[src/rtl/store_merge_rmw.sv]
// Store path: sub-word stores read-modify-write a word RAM; word stores write directly.
// Optional STORE_ALIGN_CHK_EN rejects misaligned half/word stores with an err pulse.
module store_merge_rmw #(
    parameter int ADDR_W = 32,
    parameter int RD_LAT = 1
) (
    input  logic              clk,
    input  logic              rst_n,
    input  logic              req_valid,
    output logic              req_ready,
    input  logic [ADDR_W-1:0] req_addr,
    input  logic [31:0]       req_data,
    input  logic [1:0]        req_size,
    output logic              mem_en,
    output logic              mem_we,
    output logic [ADDR_W-1:0] mem_addr,
    output logic [31:0]       mem_wdata,
    input  logic [31:0]       mem_rdata,
    output logic              done,
    output logic              err
);

    typedef enum logic [2:0] {
        IDLE,
        RD,
        WT,
        MG,
        WR
    } state_t;

    state_t            state;
    state_t            state_nx;
    logic [ADDR_W-1:0] addr_q;
    logic [31:0]       data_q;
    logic [1:0]        size_q;
    logic [31:0]       wdata_q;
    logic [31:0]       merged;
    logic              done_q;
    logic              err_q;
    logic              accept;
    logic              sub;
    logic              mis;

    assign accept = req_valid & req_ready;
    assign sub    = ~req_size[1];

`ifdef STORE_ALIGN_CHK_EN
    assign mis = ((req_size == 2'b01) & req_addr[0]) |
                 (req_size[1] & (|req_addr[1:0]));
`else
    assign mis = 1'b0;
`endif

    always_ff @(posedge clk or negedge rst_n) begin
        if (!rst_n) begin
            state <= IDLE;
        end else begin
            state <= state_nx;
        end
    end

    always_comb begin
        state_nx  = state;
        req_ready = 1'b0;
        mem_en    = 1'b0;
        mem_we    = 1'b0;
        unique case (state)
            IDLE: begin
                req_ready = 1'b1;
                if (req_valid && !mis) begin
                    state_nx = sub ? RD : WR;
                end
            end
            RD: begin
                mem_en   = 1'b1;
                state_nx = (RD_LAT == 2) ? WT : MG;
            end
            WT: state_nx = MG;
            MG: state_nx = WR;
            WR: begin
                mem_en   = 1'b1;
                mem_we   = 1'b1;
                state_nx = IDLE;
            end
            default: state_nx = IDLE;
        endcase
    end

    // Lane replacement over the word fetched from RAM
    always_comb begin
        merged = mem_rdata;
        unique case (size_q)
            2'b00: merged[{addr_q[1:0], 3'b000} +: 8] = data_q[7:0];
            2'b01: begin
                if (addr_q[1]) begin
                    merged[31:16] = data_q[15:0];
                end else begin
                    merged[15:0] = data_q[15:0];
                end
            end
            default: merged = data_q;
        endcase
    end

    always_ff @(posedge clk or negedge rst_n) begin
        if (!rst_n) begin
            addr_q  <= '0;
            data_q  <= '0;
            size_q  <= '0;
            wdata_q <= '0;
            done_q  <= 1'b0;
            err_q   <= 1'b0;
        end else begin
            if (accept) begin
                addr_q <= req_addr;
                data_q <= req_data;
                size_q <= req_size;
                if (!sub) begin
                    wdata_q <= req_data;
                end
            end
            if (state == MG) begin
                wdata_q <= merged;
            end
            done_q <= (state == WR);
            err_q  <= accept & mis;
        end
    end

    assign mem_addr  = {addr_q[ADDR_W-1:2], 2'b00};
    assign mem_wdata = wdata_q;
    assign done      = done_q;
    assign err       = err_q;

endmodule
[config.mk]
export PLATFORM = sky130hd
export DESIGN_NAME = store_merge_rmw
export DESIGN_NICKNAME = d
export VERILOG_FILES = /design/src/rtl/store_merge_rmw.sv
export SDC_FILE = /design/constraint.sdc
export NUM_CORES = 1
export LEC_CHECK = 0
export ABC_AREA = 0
export BUFFER_PORTS_ARGS = -buffer_cell sky130_fd_sc_hd__clkbuf_2
export CAP_MARGIN = 20
export CELL_PAD_IN_SITES_DETAIL_PLACEMENT = 0
export CELL_PAD_IN_SITES_GLOBAL_PLACEMENT = 1
export CORE_ASPECT_RATIO = 0.8
export CORE_MARGIN = 3
export CORE_UTILIZATION = 35
export CTS_CLUSTER_SIZE = 20
export DETAILED_ROUTE_END_ITERATION = 7
export HOLD_SLACK_MARGIN = 0.08
export PLACE_DENSITY_LB_ADDON = 0.1
export SETUP_SLACK_MARGIN = 0.2
export SYNTH_ARGS = -nofsm -noshare
export SYNTH_HDL_FRONTEND = slang
export SYNTH_SLANG_ARGS = --single-unit
export TNS_END_PERCENT = 10
[constraint.sdc]
create_clock -name clk -period 2.19 [get_ports clk]
set_input_delay 0.219 -clock clk [delete_from_list [all_inputs] [get_ports clk]]
set_output_delay 0.219 -clock clk [all_outputs]
set_load 0.03 [all_outputs]
# Word-level counts from Yosys, hierarchy flattened
# Index checks and enable logic that the tools add are counted.
op_classes:
  shifts: 2
  n_eq_ne: 6
  n_reduce_logical: 7
  addsub: 1
  bitwise: 1
  mux: 13
ops:
  columns: ["cell", "n"]
  rows:
  - ["32-bit two-way mux", 3]
  - ["32-bit one-hot mux with 2 select lines", 1]
  - ["32-bit bitwise mux", 1]
  - ["16-bit two-way mux", 2]
  - ["8-bit by 7-bit variable shift with 32-bit output (first input constant)", 1]
  - ["8-bit by 7-bit variable part select with 32-bit output", 1]
  - ["3-bit one-hot mux with 3 select lines", 1]
  - ["5-bit negator with 7-bit output", 1]
  - ["3-bit by 2-bit == test with 1-bit output (second input constant)", 2]
  - ["3-bit two-way mux", 2]
  - ["2-bit nonzero test", 2]
  - ["2-bit OR reduction", 2]
  - ["3-bit by 1-bit == test with 1-bit output (second input constant)", 1]
  - ["3-bit == test (second input constant)", 1]
  - ["3-bit zero test", 1]
  - ["1-bit two-way mux", 3]
  - ["2-bit by 1-bit == test with 1-bit output (second input constant)", 1]
  - ["2-bit zero test", 1]
  - ["2-bit != test (second input constant)", 1]
  - ["2-bit AND reduction", 1]
  - ["1-bit AND", 1]
word_totals:
  word_cells: 36
  ff_bits: 102

# Logic depth before layout (Yosys ltp)
# Gate-level depths: netlist (run 1).
depth:
  ltp_word: 5
  ltp_mapped: 8

# Least setup slack after synthesis (run 1)
# OpenSTA, ideal clock, no wires.
synth_path:
  kind: "register to register"
  start: "register addr_q[1]"
  end: "register wdata_q[30], in the netlist mem_wdata[30]"
  t_required_ps: 2103
  path_stages_with_launch: 9
  period_less_slack_ps: 2202
  setup_ps: 87
  n_path_buf: 2
  arrival_ps: 2115
  path_slack_ps: -12
  cell_sequence: "dfrtp_1 -> buf_2 -> clkinv_1 -> ha_1 -> nor4bb_1 -> clkbuf_1 -> a221oi_1 -> a211o_1 -> a22oi_1"
synth_between:
  elab_chain_cells: 5
  word_cells_on_any_way: 7
  cone_classes: "add/sub (1); shift (2); mux (4)"
synth_rtl:
  columns: ["item", "line_no", "rtl"]
  rows:
  - ["from (decl)", "33", "logic [ADDR_W-1:0] addr_q;"]
  - ["from (signal assigned)", "115", "addr_q <= req_addr;"]
  - ["5-bit negator with 7-bit output", "93", "2'b00: merged[{addr_q[1:0], 3'b000} +: 8] = data_q[7:0];"]
  - ["8-bit by 7-bit variable part select with 32-bit output or 8-bit by 7-bit variable shift with 32-bit output (tied branches)", "93", null]
  - ["32-bit bitwise mux", "93", null]
  - ["32-bit one-hot mux with 2 select lines (*)", "92", "unique case (size_q)"]
  - ["32-bit two-way mux (*)", "122", "if (state == MG) begin"]
  - ["to (signal assigned)", "119", "wdata_q <= req_data;"]
  - ["to (signal assigned)", "123", "wdata_q <= merged;"]
  - ["to (decl)", "36", "logic [31:0] wdata_q;"]
# Every way passes the cells marked *; elsewhere a longest branch is shown, timed or not.
# A chain may end at the register's enable or synchronous reset.

# Worst setup path in the final report (run 1)
# Ends and elaborated chain as after synthesis.

==> qor.json, run 1 <==
{
  "run_status": {"value": "complete, no violations"},
  "antenna_found_initial": {"value": 0},
  "cts.root.buffer_cell": {"value": "clkbuf_16"},
  "fp.dieW": {"value": 144, "unit": "µm"},
  "drt_pass1_iterations": {"value": 4},
  "dr_total_vias": {"value": 4385},
  "remaining_drc_errors": {"value": 0},
  "grt.total_usage": {"value": 0.193},
  "core_ar": {"value": 14600, "unit": "µm²"},
  "grt_setup_unrepaired": {"value": "true"},
  "slew_of_the_pin_with_the_lowest_slew_margin": {"value": 0.626, "unit": "ns"},
  "p_leak": {"value": 0.00307, "unit": "µW"},
  "layout_min_cycle_time": {"value": 1.93, "unit": "ns"},
  "finalClockSkew": {"value": 0.00625, "unit": "ns"},
  "design_power_total": {"value": 11100, "unit": "µW"},
  "synth_compound_gate_area_share": {"value": 0.183},
  "setup_viol": {"value": 0},
  "final_cell_mix": {"value": "clkbuf_2 (165), dfrtp_1 (100), mux2_2 (62)"},
  "power.share.combinational": {"value": 0.530},
  "synth-async-reset-ratio": {"value": 1.00},
  "hp-class": {"value": "input pin to flip-flop"},
  "p_sw": {"value": 5110, "unit": "µW"},
  "io_pins": {"value": 170},
  "post_dp_cell_area": {"value": 6210, "unit": "µm²"},
  "synth_simple_gate_area_share": {"value": 0.0819},
  "synth_enable_flop_cells": {"value": 0},
  "floorplan.initialDensity": {"value": 0.366},
  "crit_path_arrival_time": {"value": 2.19, "unit": "ns"},
  "intPower": {"value": 6010, "unit": "µW"},
  "cp_max_fo": {"value": 17},
  "layout_worst_path_cycle_share": {"value": 0.883},
  "timing.slew.headroom": {"value": 0.580},
  "clk_path_buf_depth": {"value": 2},
  "htree_num_levels": {"value": 3},
  "final_net_count": {"value": 732},
  "critical_path_class": {"value": "flip-flop to flip-flop"},
  "numClockSinks": {"value": 102},
  "post_synth.cell_area_avg": {"value": 10.8, "unit": "µm²"},
  "insertion_delay": {"value": 0.35, "unit": "ns"},
  "drv.max_cap_violation_count": {"value": 0},
  "yosys-top-cells-area": {"value": "dfrtp_1 (48%), mux2_2 (13%), buf_4 (4.8%)"},
  "cts_inserted_buffers": {"value": 9},
  "synth-seq-cells": {"value": 102},
  "std_cell_rows": {"value": 39},
  "mappedNetlistArea": {"value": 5360, "unit": "µm²"},
  "postLayoutSetupSlackWorst": {"value": 0.256, "unit": "ns"},
  "dominantRegCellSynth": {"value": "dfrtp_1"},
  "drt.antenna.violating_nets": {"value": 0},
  "post-synth-top-area-fraction": {"value": 0.476},
  "seqPwrFrac": {"value": 0.331},
  "drt-vias-per-instance": {"value": 5.38},
  "post-place-ws": {"value": -0.0103, "unit": "ns"},
  "yosysWarnings": {"value": 0},
  "grt_max_degree": {"value": 49},
  "worstSetupEndpointType": {"value": "flip-flop"},
  "start_kind": {"value": "flip-flop"},
  "gp_congestion": {"value": 0.841},
  "gr-total-overflow": {"value": 0},
  "post_synth_inst_count": {"value": 496},
  "hold-worst-slack": {"value": 0.0985, "unit": "ns"},
  "grt_first_pass_wirelength": {"value": 24.8, "unit": "mm"},
  "clock_pin_transition_on_the_worst_setup_and_hold_timing_paths": {"value": 0.07, "unit": "ns"},
  "power.share.switching": {"value": 0.459},
  "number_of_global_route_vias_before_repair": {"value": 4371},
  "synth-seq-area-share": {"value": 0.476},
  "leading_cell_type_in_the_layout_fill_and_taps_excluded": {"value": "clkbuf_2"},
  "synth.distinct_cells": {"value": 34},
  "power_density": {"value": 1700, "unit": "nW/µm²"},
  "dr.first_iter.drc_count": {"value": 286},
  "chipHeight": {"value": 117, "unit": "µm"},
  "tritoncts_clock_tree": {"value": "done"},
  "design.die.area": {"value": 16800, "unit": "µm²"},
  "synthesized_area_fraction_occupied_by_adder_cells": {"value": 0.0117},
  "post-dp-hpwl": {"value": 11.3, "unit": "mm"},
  "synth_xor_xnor_area_share": {"value": 0.00327},
  "layout_overhead_on_the_synthesized_area": {"value": 22.2, "unit": "%"},
  "finalInstanceArea": {"value": 6550, "unit": "µm²"},
  "vdd_drop_max": {"value": 0.575, "unit": "mV"},
  "routed_wl": {"value": 16.1, "unit": "mm"},
  "synth_area_leader_cell": {"value": "dfrtp_1"},
  "setup_tns": {"value": 0, "unit": "ns"},
  "routed_wire_length_per_instance": {"value": 19.7, "unit": "µm"},
  "final_max_slew_viol_count": {"value": 0},
  "synth.area.mux_share": {"value": 0.160},
  "critPathRequiredTime": {"value": 2.45, "unit": "ns"},
  "antenna_cells_inserted": {"value": 0},
  "final_layout_size_suffix_gt1_frac": {"value": 0.436},
  "fmax": {"value": 0.517, "unit": "GHz"},
  "timing.final.hold_violations": {"value": 0},
  "dominant_combinational_cell_family_by_area_after_synthesis": {"value": "compound AO/OA/AOI/OAI gates"},
  "p_clk_frac": {"value": 0.139},
  "placement.io_buffers": {"value": 166}
}
==> metal layers <==
metal  vias to the layer above  share of wire  GRT usage
met3                         9          0.077     0.0503
li1                       2050              -          -
met5                         -              0          0
met2                       154           0.45      0.286
met4                         0         0.0076     0.0479
met1                      2172           0.46      0.280
==> flip-flops by register name, indices dropped and copies added (netlist names) <==
name       cells
size_q         2
state          3
mem_wdata     32
data_q        32
addr_q        32
done           1
==> final timing paths <==
kind                                   startpoint                        end  cells past startpoint  slack, ns
max                         addr_q[1]$_DFFE_PN0P_  mem_wdata[30]$_DFFE_PN0P_                      7       0.26
min reg2reg                data_q[19]$_DFFE_PN0P_     data_q[19]$_DFFE_PN0P_                      1       0.50
min                                  req_addr[24]     addr_q[24]$_DFFE_PN0P_                      2        0.1
max in group asynchronous                   rst_n      addr_q[1]$_DFFE_PN0P_                      3       1.19
max reg2reg                 addr_q[1]$_DFFE_PN0P_  mem_wdata[30]$_DFFE_PN0P_                      7       0.26
min in group asynchronous                   rst_n  mem_wdata[19]$_DFFE_PN0P_                      2       0.37
==> stage by stage <==
stage / util / cells
3_3_place_gp: 0.424 / 796
4_1_cts: 0.444 / 813
5_1_grt: 0.448 / 815
2_1_floorplan: - / 498
6_report: 0.448 / 815
3_5_place_dp: 0.424 / 796
==> cell usage after synthesis (2+ instances only) <==
| master | number |
|---|---|
| and2_1 | 4 |
| mux2i_1 | 16 |
| nor2b_1 | 10 |
| a32o_1 | 2 |
| xnor2_1 | 2 |
| a21oi_1 | 49 |
| a221oi_1 | 23 |
| buf_4 | 34 |
| nor3b_1 | 9 |
| inv_1 | 8 |
| dfrtp_1 | 102 |
| mux2_2 | 62 |
| o21ai_0 | 11 |
| a211o_1 | 8 |
| a211oi_1 | 2 |
| nand2_1 | 45 |
| a32oi_1 | 8 |
| a22o_1 | 15 |
| ha_1 | 5 |
| a31oi_1 | 7 |
| a22oi_1 | 16 |
| nor2_1 | 10 |
| nor3_1 | 2 |
| buf_2 | 14 |
| clkbuf_1 | 23 |
==> power by group through the flow <==
stage	registers, µW	clock network (µW)	logic [µW]
floorplan	3990	0	4090
global placement	3670	0	5740
detailed placement	3700	0	5840
CTS	3670	1590	5860
global route	3830	1660	6430
finish	3680	1540	5900
==> layout make-up <==
| type | count | area (µm²) |
|---|---|---|
| clock inverter | 5 | 33.8 |
| fill | 1459 | 8090 |
| inverter | 9 | 38.8 |
| clock buffer | 11 | 243 |
| tap | 184 | 230 |
| multi-input combinational | 316 | 2400 |
| timing repair buffer | 188 | 1050 |
| sequential | 102 | 2550 |
==> kinds of logic after synthesis <==
family,count (synthesis)
AOI/OAI and AO/OA,142
xor gates and xnor gates,2
adders and majority gates,5
buffers and inverters,80
DFF,102
muxes,78
other,1
and+or+nand+nor,86
==> critical path, stage by stage (launching register included) <==
cell and delay (ns):
dfrtp_2 0.42, buf_12 0.19, ha_1 0.19, nor4bb_1 0.26
buf_4 0.21, a221oi_1 0.09, a211o_1 0.32, a22oi_1 0.16
==> timing repair <==
action                                  4_1_cts  5_1_grt
gates cloned                                  0        0
endpoints found under the hold margin        26        0
buffers inserted                              0        2
hold buffers                                  1        0
gates resized for setup                       1       10
endpoints found under the setup margin       31       32
No activity file was read; power rests on OpenSTA's default activity.
==> run 2: changes to the inputs <==
==> constraint.sdc (replaced) <==
create_clock -name clk -period 2.19 [get_ports clk]
set_input_delay 0.1095 -clock clk [delete_from_list [all_inputs] [get_ports clk]]
set_output_delay 0.1095 -clock clk [all_outputs]
set_load 0.03 [all_outputs]
==> run 2 against run 1 <==
Against the previous run: clock power grew 13%; wire length grew 5.1%; core utilization up 5.5 points; cell count up 9.4%; die area did not move; sequential share of layout area down 4.3 points; register-to-register slack gained 0.03 ns.
==> qor.json, run 2 (same netlist as run 1, synthesis figures left out) <==
{
  "number_of_global_route_vias_before_repair": {"value": 4854},
  "worst_r2r_startpoint": {"value": "addr_q[1]$_DFFE_PN0P_"},
  "postLayoutSetupSlackWorst": {"value": 0.284, "unit": "ns"},
  "setup_viol": {"value": 0},
  "dr_total_vias": {"value": 4685},
  "drt_pass1_iterations": {"value": 4},
  "finalClockSkew": {"value": 0.00433, "unit": "ns"},
  "layout_overhead_on_the_synthesized_area": {"value": 37.3, "unit": "%"},
  "chipHeight": {"value": 117, "unit": "µm"},
  "io_pins": {"value": 170},
  "timing.final.hold_violations": {"value": 0},
  "cp_max_fo": {"value": 8},
  "post-dp-hpwl": {"value": 11.3, "unit": "mm"},
  "routed_wire_length_per_instance": {"value": 18.9, "unit": "µm"},
  "power_density": {"value": 1570, "unit": "nW/µm²"},
  "dr.first_iter.drc_count": {"value": 243},
  "run_status": {"value": "complete, no violations"},
  "htree_num_levels": {"value": 3},
  "insertion_delay": {"value": 0.35, "unit": "ns"},
  "layout_min_cycle_time": {"value": 1.91, "unit": "ns"},
  "crit_path_arrival_time": {"value": 2.17, "unit": "ns"},
  "reg2regPathDepth": {"value": 7},
  "crit_end": {"value": "mem_wdata[30]$_DFFE_PN0P_"},
  "post_dp_cell_area": {"value": 6200, "unit": "µm²"},
  "tritoncts_clock_tree": {"value": "done"},
  "remaining_drc_errors": {"value": 0},
  "cts_inserted_buffers": {"value": 9},
  "final_layout_size_suffix_gt1_frac": {"value": 0.395},
  "final_max_slew_viol_count": {"value": 0},
  "grt.total_usage": {"value": 0.200},
  "design.die.area": {"value": 16800, "unit": "µm²"},
  "timing.slew.headroom": {"value": 0.600},
  "drt.antenna.violating_nets": {"value": 0},
  "critPathRequiredTime": {"value": 2.45, "unit": "ns"},
  "gr-total-overflow": {"value": 0},
  "finish.utilization": {"value": 0.503},
  "finalInstanceArea": {"value": 7360, "unit": "µm²"},
  "power.share.combinational": {"value": 0.531},
  "leading_cell_type_in_the_layout_fill_and_taps_excluded": {"value": "clkbuf_2"},
  "layout_worst_path_cycle_share": {"value": 0.870},
  "clock_pin_transition_on_the_worst_setup_and_hold_timing_paths": {"value": 0.07, "unit": "ns"},
  "grt_first_pass_wirelength": {"value": 25.9, "unit": "mm"},
  "antenna_found_initial": {"value": 0},
  "post-place-ws": {"value": -0.0280, "unit": "ns"},
  "power.share.switching": {"value": 0.447},
  "cp-startpoint": {"value": "addr_q[1]$_DFFE_PN0P_"},
  "slew_of_the_pin_with_the_lowest_slew_margin": {"value": 0.597, "unit": "ns"},
  "grt_max_degree": {"value": 61},
  "intPower": {"value": 6410, "unit": "µW"},
  "start_kind": {"value": "flip-flop"},
  "gp_congestion": {"value": 0.828},
  "hold-worst-slack": {"value": 0.106, "unit": "ns"},
  "cts.root.buffer_cell": {"value": "clkbuf_16"},
  "numClockSinks": {"value": 102},
  "drv.max_cap_violation_count": {"value": 0},
  "critical_path_class": {"value": "flip-flop to flip-flop"},
  "hp-class": {"value": "input pin to flip-flop"},
  "drt-vias-per-instance": {"value": 5.25},
  "core_ar": {"value": 14600, "unit": "µm²"},
  "final_cell_mix": {"value": "clkbuf_2 (165), dfrtp_1 (100), dlygate4sd3_1 (73)"},
  "final_net_count": {"value": 810},
  "routed_wl": {"value": 16.9, "unit": "mm"},
  "fmax": {"value": 0.525, "unit": "GHz"},
  "std_cell_rows": {"value": 39},
  "rr_endpoint": {"value": "mem_wdata[30]$_DFFE_PN0P_"},
  "p_clk_frac": {"value": 0.150},
  "fp.dieW": {"value": 144, "unit": "µm"},
  "clk_path_buf_depth": {"value": 2},
  "seqPwrFrac": {"value": 0.318},
  "placement.io_buffers": {"value": 166},
  "antenna_cells_inserted": {"value": 0},
  "vdd_drop_max": {"value": 0.571, "unit": "mV"},
  "worstSetupEndpointType": {"value": "flip-flop"},
  "final.fill_count": {"value": 1347},
  "grt_setup_unrepaired": {"value": "true"},
  "p_leak": {"value": 0.00342, "unit": "µW"},
  "floorplan.initialDensity": {"value": 0.366},
  "p_sw": {"value": 5180, "unit": "µW"},
  "ff2ff_setup_slack": {"value": 0.28, "unit": "ns"}
}
==> run 2: worst max-delay path: stages (launching register included) <==
cell	delay [ns]
dfrtp_2	0.41
clkinv_4	0.11
ha_4	0.25
nor4bb_2	0.26
buf_4	0.21
a221oi_1	0.08
a211o_1	0.33
a22oi_1	0.17
==> run 2: worst min path at each step <==
stage	end	slack (ns)	start	cells past startpoint
2_1_floorplan	addr_q[0]$_DFFE_PN0P_	-0.19	rst_n	0
3_3_place_gp	data_q[14]$_DFFE_PN0P_	0.08	rst_n	1
5_1_grt	mem_wdata[6]$_DFFE_PN0P_	0.12	mem_rdata[6]	3
4_1_cts	mem_wdata[6]$_DFFE_PN0P_	0.10	mem_rdata[6]	3
6_report	mem_wdata[6]$_DFFE_PN0P_	0.11	mem_rdata[6]	3
3_5_place_dp	mem_wdata[14]$_DFFE_PN0P_	0.09	rst_n	1
==> run 2: routing by layer <==
metal | share of wire | GRT usage
met5 | 0 | 0
met4 | 0.0094 | 0.0429
met3 | 0.065 | 0.0467
met2 | 0.46 | 0.326
met1 | 0.46 | 0.274
==> run 2: cell type report <==
class / count / area (µm²) / area share
Clock inverter: 3 / 68.8 / 0.00935
Sequential cell: 102 / 2550 / 0.347
Timing Repair Buffer: 266 / 1820 / 0.247
Multi-Input combinational cell: 316 / 2410 / 0.327
Tap cell: 184 / 230 / 0.0313
Clock buffer: 12 / 246 / 0.0335
Inverter: 9 / 38.8 / 0.00527
==> run 2: through the flow <==
step / total power, µW / setup TNS, ns / cells
2_1_floorplan: 8080 / 0 / 498
3_5_place_dp: 9560 / -0.0280 / 795
6_report: 11600 / 0 / 892
4_1_cts: 11400 / 0 / 883
5_1_grt: 12400 / 0 / 892
3_3_place_gp: 9410 / 0 / 795
==> run 2: repair_timing <==
action | in CTS | in global routing
hold buffers | 73 | 0
endpoints found under the hold margin | 113 | 0
endpoints found under the setup margin | 29 | 32
setup buffers | 0 | 9
gates resized for setup | 1 | 11
pin swaps | 0 | 2
==> run 2: power by group through the flow <==
| stage | combinational, µW | clock, µW | sequential [µW] |
|---|---|---|---|
| 2_1_floorplan | 4090 | 0 | 3990 |
| 3_3_place_gp | 5740 | 0 | 3670 |
| 3_5_place_dp | 5840 | 0 | 3720 |
| 4_1_cts | 5970 | 1790 | 3680 |
| 5_1_grt | 6680 | 1860 | 3820 |
| 6_report | 6160 | 1740 | 3690 |
